[src/rtl/gf8_barrett_mul_if.sv]
`default_nettype none
// ============================================================================
//  Module      : gf8_barrett_mul_if
//  Description : Operand / result handshake bundle for gf8_barrett_mul.
//                The master drives the operands, the polynomial load and
//                out_ready. The slave (the multiplier) returns the handshake
//                status and the reduced product.
//  Revision    : 1.0 - initial release
// ============================================================================
interface gf8_barrett_mul_if;
    logic       poly_ld;
    logic [7:0] poly_in;
    logic       in_valid;
    logic       in_ready;
    logic [7:0] a;
    logic [7:0] b;
    logic       out_valid;
    logic       out_ready;
    logic [7:0] y;
    logic       busy;

    modport master (
        output poly_ld, poly_in, in_valid, a, b, out_ready,
        input  in_ready, out_valid, y, busy
    );

    modport slave (
        input  poly_ld, poly_in, in_valid, a, b, out_ready,
        output in_ready, out_valid, y, busy
    );
endinterface
`default_nettype wire

[src/rtl/gf8_barrett_mul.sv]
`default_nettype none
// ============================================================================
//  Module      : gf8_barrett_mul
//  Description : Sequential GF(2^8) multiplier, y = a*b mod (x^8 + poly).
//                One shared 8x9 carry-less multiplier is reused for the full
//                product, the Barrett quotient estimate and the reduction.
//                Loading a new polynomial runs a 9-cycle bit-serial long
//                division that produces mu = floor(x^16 / P).
//                Build option GF8_FIXED_AES_EN: polynomial fixed to the AES
//                field (0x11B), no polynomial load and no division logic.
//  Revision    : 1.0 - initial release
// ============================================================================
module gf8_barrett_mul (
    input  wire logic        clk,
    input  wire logic        rst_n,
    gf8_barrett_mul_if.slave bus
);

    localparam logic [2:0] S_IDLE = 3'd0;
`ifndef GF8_FIXED_AES_EN
    localparam logic [2:0] S_MU   = 3'd1;
`endif
    localparam logic [2:0] S_MUL  = 3'd2;
    localparam logic [2:0] S_QUO  = 3'd3;
    localparam logic [2:0] S_RED  = 3'd4;
    localparam logic [2:0] S_DONE = 3'd5;

    localparam logic [7:0] AES_POLY = 8'h1B;
    localparam logic [8:0] AES_MU   = 9'h11A;

    // Carry-less product. Every operand pairing used here has degree <= 14,
    // so a 15-bit result never drops a coefficient.
    function automatic logic [14:0] clmul8x9(input logic [7:0] x, input logic [8:0] z);
        logic [14:0] acc;
        acc = '0;
        for (int i = 0; i < 8; i++) begin
            if (x[i]) acc = acc ^ ({6'd0, z} << i);
        end
        return acc;
    endfunction

    logic [2:0]  r_state;
    logic [2:0]  w_state_nxt;
    logic [7:0]  r_a;
    logic [7:0]  r_b;
    logic [14:0] r_c;
    logic [6:0]  r_q;
    logic [7:0]  r_y;
    logic [7:0]  w_poly;
    logic [8:0]  w_mu;
    logic        w_ld_req;
    logic        w_ld_go;
    logic        w_mu_last;
    logic        w_accept;
    logic [7:0]  w_op_x;
    logic [8:0]  w_op_z;
    logic [14:0] w_prod;

`ifdef GF8_FIXED_AES_EN
    logic w_unused_poly;
    assign w_unused_poly = ^{bus.poly_ld, bus.poly_in};
    assign w_poly    = AES_POLY;
    assign w_mu      = AES_MU;
    assign w_ld_req  = 1'b0;
    assign w_mu_last = 1'b0;
`else
    logic [7:0] r_poly;
    logic [8:0] r_mu;
    logic [7:0] r_rem;
    logic [3:0] r_cnt;

    assign w_poly    = r_poly;
    assign w_mu      = r_mu;
    assign w_ld_req  = bus.poly_ld;
    assign w_mu_last = (r_state == S_MU) && (r_cnt == 4'd8);

    // Polynomial load and bit-serial division of x^16 by {1, poly}. The top
    // eight dividend bits (1 then zeros) seed the remainder as 0x80; each MU
    // cycle brings down one zero and shifts one quotient bit into mu, MSB first.
    always_ff @(posedge clk or negedge rst_n) begin
        if (!rst_n) begin
            r_poly <= AES_POLY;
            r_mu   <= AES_MU;
            r_rem  <= 8'h00;
            r_cnt  <= 4'd0;
        end else if (w_ld_go) begin
            r_poly <= bus.poly_in;
            r_rem  <= 8'h80;
            r_cnt  <= 4'd0;
        end else if (r_state == S_MU) begin
            r_rem  <= {r_rem[6:0], 1'b0} ^ (r_rem[7] ? r_poly : 8'h00);
            r_mu   <= {r_mu[7:0], r_rem[7]};
            r_cnt  <= r_cnt + 4'd1;
        end
    end
`endif

    assign w_ld_go  = (r_state == S_IDLE) && w_ld_req;
    assign w_accept = bus.in_valid && bus.in_ready;

    // Shared multiplier operand selection by phase.
    always_comb begin
        w_op_x = 8'd0;
        w_op_z = 9'd0;
        case (r_state)
            S_MUL: begin
                w_op_x = r_a;
                w_op_z = {1'b0, r_b};
            end
            S_QUO: begin
                w_op_x = {1'b0, r_c[14:8]};
                w_op_z = w_mu;
            end
            S_RED: begin
                w_op_x = {1'b0, r_q};
                w_op_z = {1'b0, w_poly};
            end
            default: ;
        endcase
    end

    assign w_prod = clmul8x9(w_op_x, w_op_z);

    // State register.
    always_ff @(posedge clk or negedge rst_n) begin
        if (!rst_n) r_state <= S_IDLE;
        else        r_state <= w_state_nxt;
    end

    // Next-state logic; a polynomial load wins over a same-cycle operand.
    always_comb begin
        w_state_nxt = r_state;
        case (r_state)
            S_IDLE: begin
                if (w_ld_go)           w_state_nxt = r_state + 3'd1;
                else if (bus.in_valid) w_state_nxt = S_MUL;
            end
`ifndef GF8_FIXED_AES_EN
            S_MU:    if (w_mu_last) w_state_nxt = S_IDLE;
`endif
            S_MUL:   w_state_nxt = S_QUO;
            S_QUO:   w_state_nxt = S_RED;
            S_RED:   w_state_nxt = S_DONE;
            S_DONE:  if (bus.out_ready) w_state_nxt = S_IDLE;
            default: w_state_nxt = S_IDLE;
        endcase
    end

    // Handshake and status outputs decoded from the state.
    always_comb begin
        bus.in_ready  = (r_state == S_IDLE) && !w_ld_req;
        bus.busy      = (r_state != S_IDLE);
        bus.out_valid = (r_state == S_DONE);
    end

    // Datapath registers: operands, full product, quotient, reduced result.
    always_ff @(posedge clk or negedge rst_n) begin
        if (!rst_n) begin
            r_a <= 8'h00;
            r_b <= 8'h00;
            r_c <= 15'h0000;
            r_q <= 7'h00;
            r_y <= 8'h00;
        end else begin
            case (r_state)
                S_IDLE: if (w_accept) begin
                    r_a <= bus.a;
                    r_b <= bus.b;
                end
                S_MUL:   r_c <= w_prod;
                S_QUO:   r_q <= w_prod[14:8];
                S_RED:   r_y <= r_c[7:0] ^ w_prod[7:0];
                default: ;
            endcase
        end
    end

    assign bus.y = r_y;

endmodule
`default_nettype wire

[src/flat_wrapper.sv]
// flat-port wrapper written by rule: the top's interface ports become plain ports
module gf8_barrett_mul_flat 
  (clk, rst_n, bus_poly_ld, bus_poly_in, bus_in_valid, bus_a, bus_b, bus_out_ready, bus_in_ready, bus_out_valid, bus_y, bus_busy);
  gf8_barrett_mul_if bus_i ();
  input  wire logic clk;
  input  wire logic rst_n;
  input wire logic [$bits(bus_i.poly_ld)-1:0] bus_poly_ld;
  input wire logic [$bits(bus_i.poly_in)-1:0] bus_poly_in;
  input wire logic [$bits(bus_i.in_valid)-1:0] bus_in_valid;
  input wire logic [$bits(bus_i.a)-1:0] bus_a;
  input wire logic [$bits(bus_i.b)-1:0] bus_b;
  input wire logic [$bits(bus_i.out_ready)-1:0] bus_out_ready;
  output wire logic [$bits(bus_i.in_ready)-1:0] bus_in_ready;
  output wire logic [$bits(bus_i.out_valid)-1:0] bus_out_valid;
  output wire logic [$bits(bus_i.y)-1:0] bus_y;
  output wire logic [$bits(bus_i.busy)-1:0] bus_busy;
  assign bus_i.poly_ld = bus_poly_ld;
  assign bus_i.poly_in = bus_poly_in;
  assign bus_i.in_valid = bus_in_valid;
  assign bus_i.a = bus_a;
  assign bus_i.b = bus_b;
  assign bus_i.out_ready = bus_out_ready;
  assign bus_in_ready = bus_i.in_ready;
  assign bus_out_valid = bus_i.out_valid;
  assign bus_y = bus_i.y;
  assign bus_busy = bus_i.busy;
  gf8_barrett_mul u_core (.clk(clk), .rst_n(rst_n), .bus(bus_i));
endmodule
[config.mk]
export PLATFORM = sky130hd
export DESIGN_NAME = gf8_barrett_mul_flat
export DESIGN_NICKNAME = d
export VERILOG_FILES = /design/src/rtl/gf8_barrett_mul_if.sv /design/src/rtl/gf8_barrett_mul.sv /design/src/flat_wrapper.sv
export SDC_FILE = /design/constraint.sdc
export NUM_CORES = 1
export LEC_CHECK = 0
export CORE_ASPECT_RATIO = 0.6
export CORE_MARGIN = 2
export CORE_UTILIZATION = 54
export DETAILED_ROUTE_END_ITERATION = 10
export GPL_ROUTABILITY_DRIVEN = 0
export HOLD_SLACK_MARGIN = 0.02
export PLACE_DENSITY_LB_ADDON = 0.1
export SLEW_MARGIN = 20
export SYNTH_ARGS = -nofsm -noshare
export SYNTH_HDL_FRONTEND = slang
export SYNTH_SLANG_ARGS = --single-unit
[constraint.sdc]
create_clock -name clk -period 2.87 [get_ports clk]
set_clock_uncertainty 0.2 [all_clocks]
set_input_delay 0.574 -clock clk [delete_from_list [all_inputs] [get_ports clk]]
set_output_delay 0.574 -clock clk [all_outputs]
set_load 0.005 [all_outputs]
==> impl_metrics.toml, run 1 <==
[outcome]
status = "finished with violations"
violations = "setup timing"

[die]
start_util = 0.561
rows = 27
die_area_um2 = 10400
die_x_um = 130
coreArea_um2 = 9220
dieHeight_um = 79.8
ios = 40

[logic_synthesis]
synth_seq_area_share = 0.379
yosysWarnings = 0
syn_nets = 557
avgSynthCellArea_um2 = 9.92
mappedNetlistArea_um2 = 5170
synth_edf_count = 0
yosys.area_share.adder = 0.0169
async_reset_ff_frac = 1.00
synth_top_family_by_area = "compound AO/OA/AOI/OAI gates"
yosys.area_share.simple = 0.162
synth_top_cell_area_share = 0.339
ys.flop_type = "dfrtp_1"
synthXorXnorAreaFrac = 0.144
syn_inst = 521
synth_seq_cells = 78
synth_compound_area_frac = 0.180
synth.distinct_cells = 53
synth_mux_area_frac = 0.0770
synth.largest_area_cell = "dfrtp_1"
synth_area_leaders = "dfrtp_1, mux2_2, xnor2_1"

[route]
drt_first_pass_iters = 6
wl_per_cell_um = 21.6
vias_per_cell = 6.39
remaining_drc_errors = 0
detail-route-antenna-nets = 0
wl_um = 16400
vias = 4847
drtIter0Drc = 992

[grt]
overflow = 0
first_global_vias = 4585
grt_max_degree = 79
antenna_found_initial = 0
grt_usage = 0.323
grt_first_pass_wirelength_um = 25000

[clock_network]
cts_made_buffers = 9
clockBufferDepth = 2
clk_pin_slew_ns = 0.06
cts-root-buf = "clkbuf_16"
clk_latency_ns = 0.34
cts_tree = "built"
ctsHoldBuffers = 0
h-tree-depth = 3
cts.sinks = 78

[timing]
rsz0062_at_grt = "yes"
relSlewSlack = 0.347
fin_ws_ns = -0.0447
timing.fmax_ghz = 0.343
min_period_ns = 2.91
whs_ns = 0.185
setup_viol = 4
tns_ns = -0.125
slew_violations = 0
worst_slew_pin_slew_ns = 0.979
hold_violations = 0
finalCritPeriodShare = 1.02

[layout]
area_delta_synth_final_pct = 32.6
nNetsFinal = 660
stdcell_count = 759
drive_above_1_share = 0.315
antenna_cells = 0
layout_commonest_cell = "buf_4"
final_core_util = 0.743
fill_cells = 658
final_cell_mix = "buf_4, dfrtp_1, nand2_1"

[job]
maxCapViolCount = 0

[placement]
io_buffers = 39
dp_hpwl_um = 11700
post-place-ws_ns = -0.0646
dp_cells = 725

[worst_hold_path]
hold_path_class = "input pin to asynchronous set/reset pin"

[setup_path]
worstPathArrival_ns = 2.94
required_ns = 2.90
critPathMaxFanout = 7
timing.rr.start = "u_core.r_state[1]"
start_kind = "flop"
critical_path_class = "flop to flop"
startpoint = "u_core.r_state[1]"
endpoint_kind = "flop"

[power]
irDropWorstVdd_mv = 0.711
cellPowerDensity_nw_per_um2 = 1120
power.leakage_nw = 2.92
worst paths after layout:
path	to	cells after the start	slack, ns
max in group asynchronous	u_core.r_state[0]	1	1.61
worst max-delay path	u_core.r_c[11]	10	-0.04
worst min-delay path	u_core.r_rem[0]	1	0.19
worst min register to register	u_core.bus.y[4]	2	0.27
worst max register to register	u_core.r_c[11]	10	-0.04
min in group clk	u_core.bus.y[4]	2	0.27
per-stage QoR:
step                cell area (um^2)  power (mW)
global placement                6110        5.59
finish                          6860        7.66
floorplan                       5230        4.40
CTS                             6500        7.11
detailed placement              6110        5.74
global route                    6860        8.02
sequential cells by signal (all words and copies together) (netlist names):
signal	flops
u_core.r_c	15
u_core.r_mu	9
u_core.bus.y	8
u_core.r_a	8
u_core.r_b	8
u_core.r_poly	8
u_core.r_rem	8
u_core.r_q	7
u_core.r_cnt	4
u_core.r_state	3
cell families (layout without fill, tap and decap cells):
logic type,after synthesis,after routing
AND/OR/NAND/NOR,169,169
AO/OA/AOI/OAI,129,129
flip-flops,78,78
XOR/XNOR,66,66
buffers and inverters,37,145
multiplexers,35,35
adder cells (fa/ha/maj),7,7
synth_stat cells (8+ instances only):
library cell  number
xnor2_1           32
inv_1              8
mux2_2            34
nor3_1            10
a22oi_1           13
nand3_1           12
buf_2              8
o221ai_1           9
dfrtp_1           70
xor2_1            22
a32oi_1           29
clkbuf_1           9
o21ai_0           17
nor2_1            39
dfstp_2            8
nand2_1           71
nand3b_1          16
a21oi_1           28
where the power goes:
part / leakage [nW] / internal (mW) / switching (mW)
Sequential: 0.968 / 1.61 / 0.605
Clock: 0.160 / 0.787 / 0.462
Combinational: 1.79 / 2.06 / 2.13
worst max-delay path: stages (launching register included):
cell	delay, ns
dfrtp_2	0.47
ha_4	0.19
ha_4	0.19
buf_12	0.15
nand2_8	0.09
nand3b_1	0.13
buf_4	0.17
o211ai_1	0.17
xor3_1	0.54
xor2_2	0.22
mux2_2	0.27
per-layer routing:
metal  wire, um  up-vias  GRT usage
met4        465        0     0.0828
li1           -     2119          -
met5          0        -          0
met2       6540      359      0.445
met1       7190     2293      0.474
met3       2220       76      0.121
repair_timing:
item	4_1_cts	5_1_grt
setup buffers	2	14
resized for setup	12	39
pin swaps	6	18
cloned	0	2
setup endpoints to repair	9	14
final cells by class:
cell class	instances	area, um^2	area share
multi-input combinational	406	3250	0.475
inverter	8	32.5	0.00474
tap	130	163	0.0237
sequential	78	1960	0.286
timing repair buffer	121	1120	0.163
clock buffer	11	243	0.0354
clock inverter	5	82.6	0.0120
(Power assumes the default switching activity.)
==> run 2, diff against run 1 <==
--- a/config.mk
+++ b/config.mk
@@ -5,9 +5,10 @@
 export SDC_FILE = /design/constraint.sdc
 export NUM_CORES = 1
 export LEC_CHECK = 0
+export CAP_MARGIN = 5
 export CORE_ASPECT_RATIO = 0.6
 export CORE_MARGIN = 2
-export CORE_UTILIZATION = 54
+export CORE_UTILIZATION = 50
 export DETAILED_ROUTE_END_ITERATION = 10
 export GPL_ROUTABILITY_DRIVEN = 0
 export HOLD_SLACK_MARGIN = 0.02
@@ -16,3 +17,4 @@
 export SYNTH_ARGS = -nofsm -noshare
 export SYNTH_HDL_FRONTEND = slang
 export SYNTH_SLANG_ARGS = --single-unit
+export TNS_END_PERCENT = 100
==> run 2 against run 1 <==
The flow still finishes with violations (setup timing). First-iteration DRC count decreased by 22%. Flip-flop and latch count unchanged. Fmax increased by 0.88%. Utilization decreased by 6.3 points. Combinational power decreased by 3%. Design area decreased by 1.3%. Clock power decreased by 6%. Global-route usage decreased by 3.4 points. Register-to-register slack improved by 0.03 ns. Worst setup slack improved by 0.026 ns. Sequential power about the same. Routed wire length decreased by 0.75%.
==> impl_metrics.toml, run 2 (synthesis gave the netlist of run 1 again) <==
[outcome]
status = "finished with violations"
violations = "setup timing"

[die]
rows = 28
die_x_um = 135
dieHeight_um = 82.8
coreArea_um2 = 9950
ios = 40
die_area_um2 = 11200
start_util = 0.520

[power]
clkPwrFrac = 0.157
power.leakage_nw = 2.88
intPower_mw = 4.27
seqPwrFrac = 0.296
irDropWorstVdd_mv = 0.577
total_power_mw = 7.46
swShare = 0.427
cellPowerDensity_nw_per_um2 = 1100
power.switching_mw = 3.19
pwr-share-comb = 0.547

[clock_network]
clockBufferDepth = 2
h-tree-depth = 3
cts_made_buffers = 9
clk_pin_slew_ns = 0.06
cts_tree = "built"
cts.sinks = 78
ctsHoldBuffers = 0
clk_latency_ns = 0.35
cts-root-buf = "clkbuf_16"

[timing]
setup_viol = 4
slew_violations = 0
fin_ws_ns = -0.0191
hold_violations = 0
worst_slew_pin_slew_ns = 0.709
timing.fmax_ghz = 0.346
finalCritPeriodShare = 1.01
min_period_ns = 2.89
relSlewSlack = 0.527
rsz0062_at_grt = "yes"

[setup_path]
endpoint_kind = "flop"
critPathBufInv = 3
cpPeakStageDelay_ns = 0.46
cp_cell_sequence = "inv_2 -> ha_4 -> buf_4 -> clkbuf_16 -> a32o_2 -> a21oi_1 -> nor3_2 -> xor2_1 -> xnor3_1 -> mux2_2"
critical_path_class = "flop to flop"
slowest_stage = "dfrtp_1"
r2r_setup_slack_ns = -0.02
worstPathArrival_ns = 2.92
start_kind = "flop"
critPathMaxFanout = 12
required_ns = 2.90
cpLargestDelayFamily = "XOR/XNOR gates"

[layout]
drive_above_1_share = 0.305
multi_input_area_um2 = 3300
area_delta_synth_final_pct = 30.9
nNetsFinal = 647
seqCellArea_um2 = 1960
final_cell_mix = "dfrtp_1, nand2_1, buf_4"
final_core_util = 0.680
antenna_cells = 0
fin_area_um2 = 6770
largest_register_ffs = 15
layout_commonest_cell = "dfrtp_1"
fill_cells = 750
regMostFlops = "u_core.r_c"
top_regs = "u_core.r_c (15), u_core.r_mu (9)"

[route]
wl_um = 16300
remaining_drc_errors = 0
vias = 4718
drt_first_pass_iters = 5
vias_per_cell = 6.28
wl_per_cell_um = 21.7
detail-route-antenna-nets = 0
drtIter0Drc = 772

[grt]
grt_usage = 0.288
first_global_vias = 4190
overflow = 0
grt_max_degree = 79
grt_first_pass_wirelength_um = 23900
antenna_found_initial = 0

[placement]
placed_cell_area_um2 = 6030
dp_hpwl_um = 11500
post-place-ws_ns = -0.138
io_buffers = 39

[job]
maxCapViolCount = 0

[worst_hold_path]
hold_path_class = "input pin to asynchronous set/reset pin"
==> run 2: cell count changes in the layout (fill, tap and decap cells not counted), sizes merged <==
cell,previous run,this run
clkbuf,13,12
buf,81,69
inv,8,9
clkinvlp,0,2
bufinv,2,1
clkinv,3,1
==> run 2: power groups by stage <==
stage | logic, mW | clock network [mW] | registers (mW)
floorplan | 2.46 | 0 | 1.94
global placement | 3.42 | 0 | 2.12
detailed placement | 3.48 | 0 | 2.14
finish | 4.08 | 1.17 | 2.21
global route | 4.37 | 1.23 | 2.25
CTS | 3.54 | 1.19 | 2.13
==> run 2: metal layers <==
layer  wire [um]  vias to the layer above  track usage
met5           0                        -       0.0185
li1            -                     2096            -
met1        7380                     2274        0.428
met3        2160                       42        0.123
met4         314                        0       0.0792
met2        6440                      306        0.374
==> run 2: timing repair <==
item / CTS / global route
resized for setup: 10 / 47
pin swaps: 0 / 14
buffers inserted: 0 / 14
endpoints found under the setup margin: 5 / 18
gates cloned: 0 / 1
==> run 2: cell type report <==
cell class | instances | share of cell area
multi-input combinational | 406 | 0.488
sequential | 78 | 0.290
timing repair buffer | 108 | 0.148
inverter | 8 | 0.00444
clock buffer | 11 | 0.0359
clock inverter | 5 | 0.00869
tap | 135 | 0.0250
==> run 2: final timing paths <==
kind / startpoint / cells past startpoint / end
setup reg to reg: u_core.r_state[0] / 10 / u_core.r_q[1]
hold reg to reg: u_core.bus.y[1] / 2 / u_core.bus.y[1]
setup / recovery: u_core.r_state[0] / 10 / u_core.r_q[1]
min in group clk: u_core.bus.y[1] / 2 / u_core.bus.y[1]
hold / removal: rst_n / 1 / u_core.r_poly[2]
max in group asynchronous: rst_n / 1 / u_core.r_state[1]
==> run 2: worst reg2reg max path, stage by stage, from the launching register on <==
cell and delay, ns:
dfrtp_1 0.46, inv_2 0.12, ha_4 0.19, buf_4 0.15, clkbuf_16 0.19, a32o_2 0.34
a21oi_1 0.19, nor3_2 0.07, xor2_1 0.17, xnor3_1 0.43, mux2_2 0.28
==> run 2: stage by stage <==
stage | std cells | setup TNS (ns) | hold slack [ns]
3_5_place_dp | 720 | -0.168 | 0.271
4_1_cts | 736 | -0.0211 | 0.249
6_report | 751 | -0.0586 | 0.0709
3_3_place_gp | 720 | -0.0862 | 0.262
2_1_floorplan | 521 | 0 | 0.0784
5_1_grt | 751 | -0.398 | 0.128
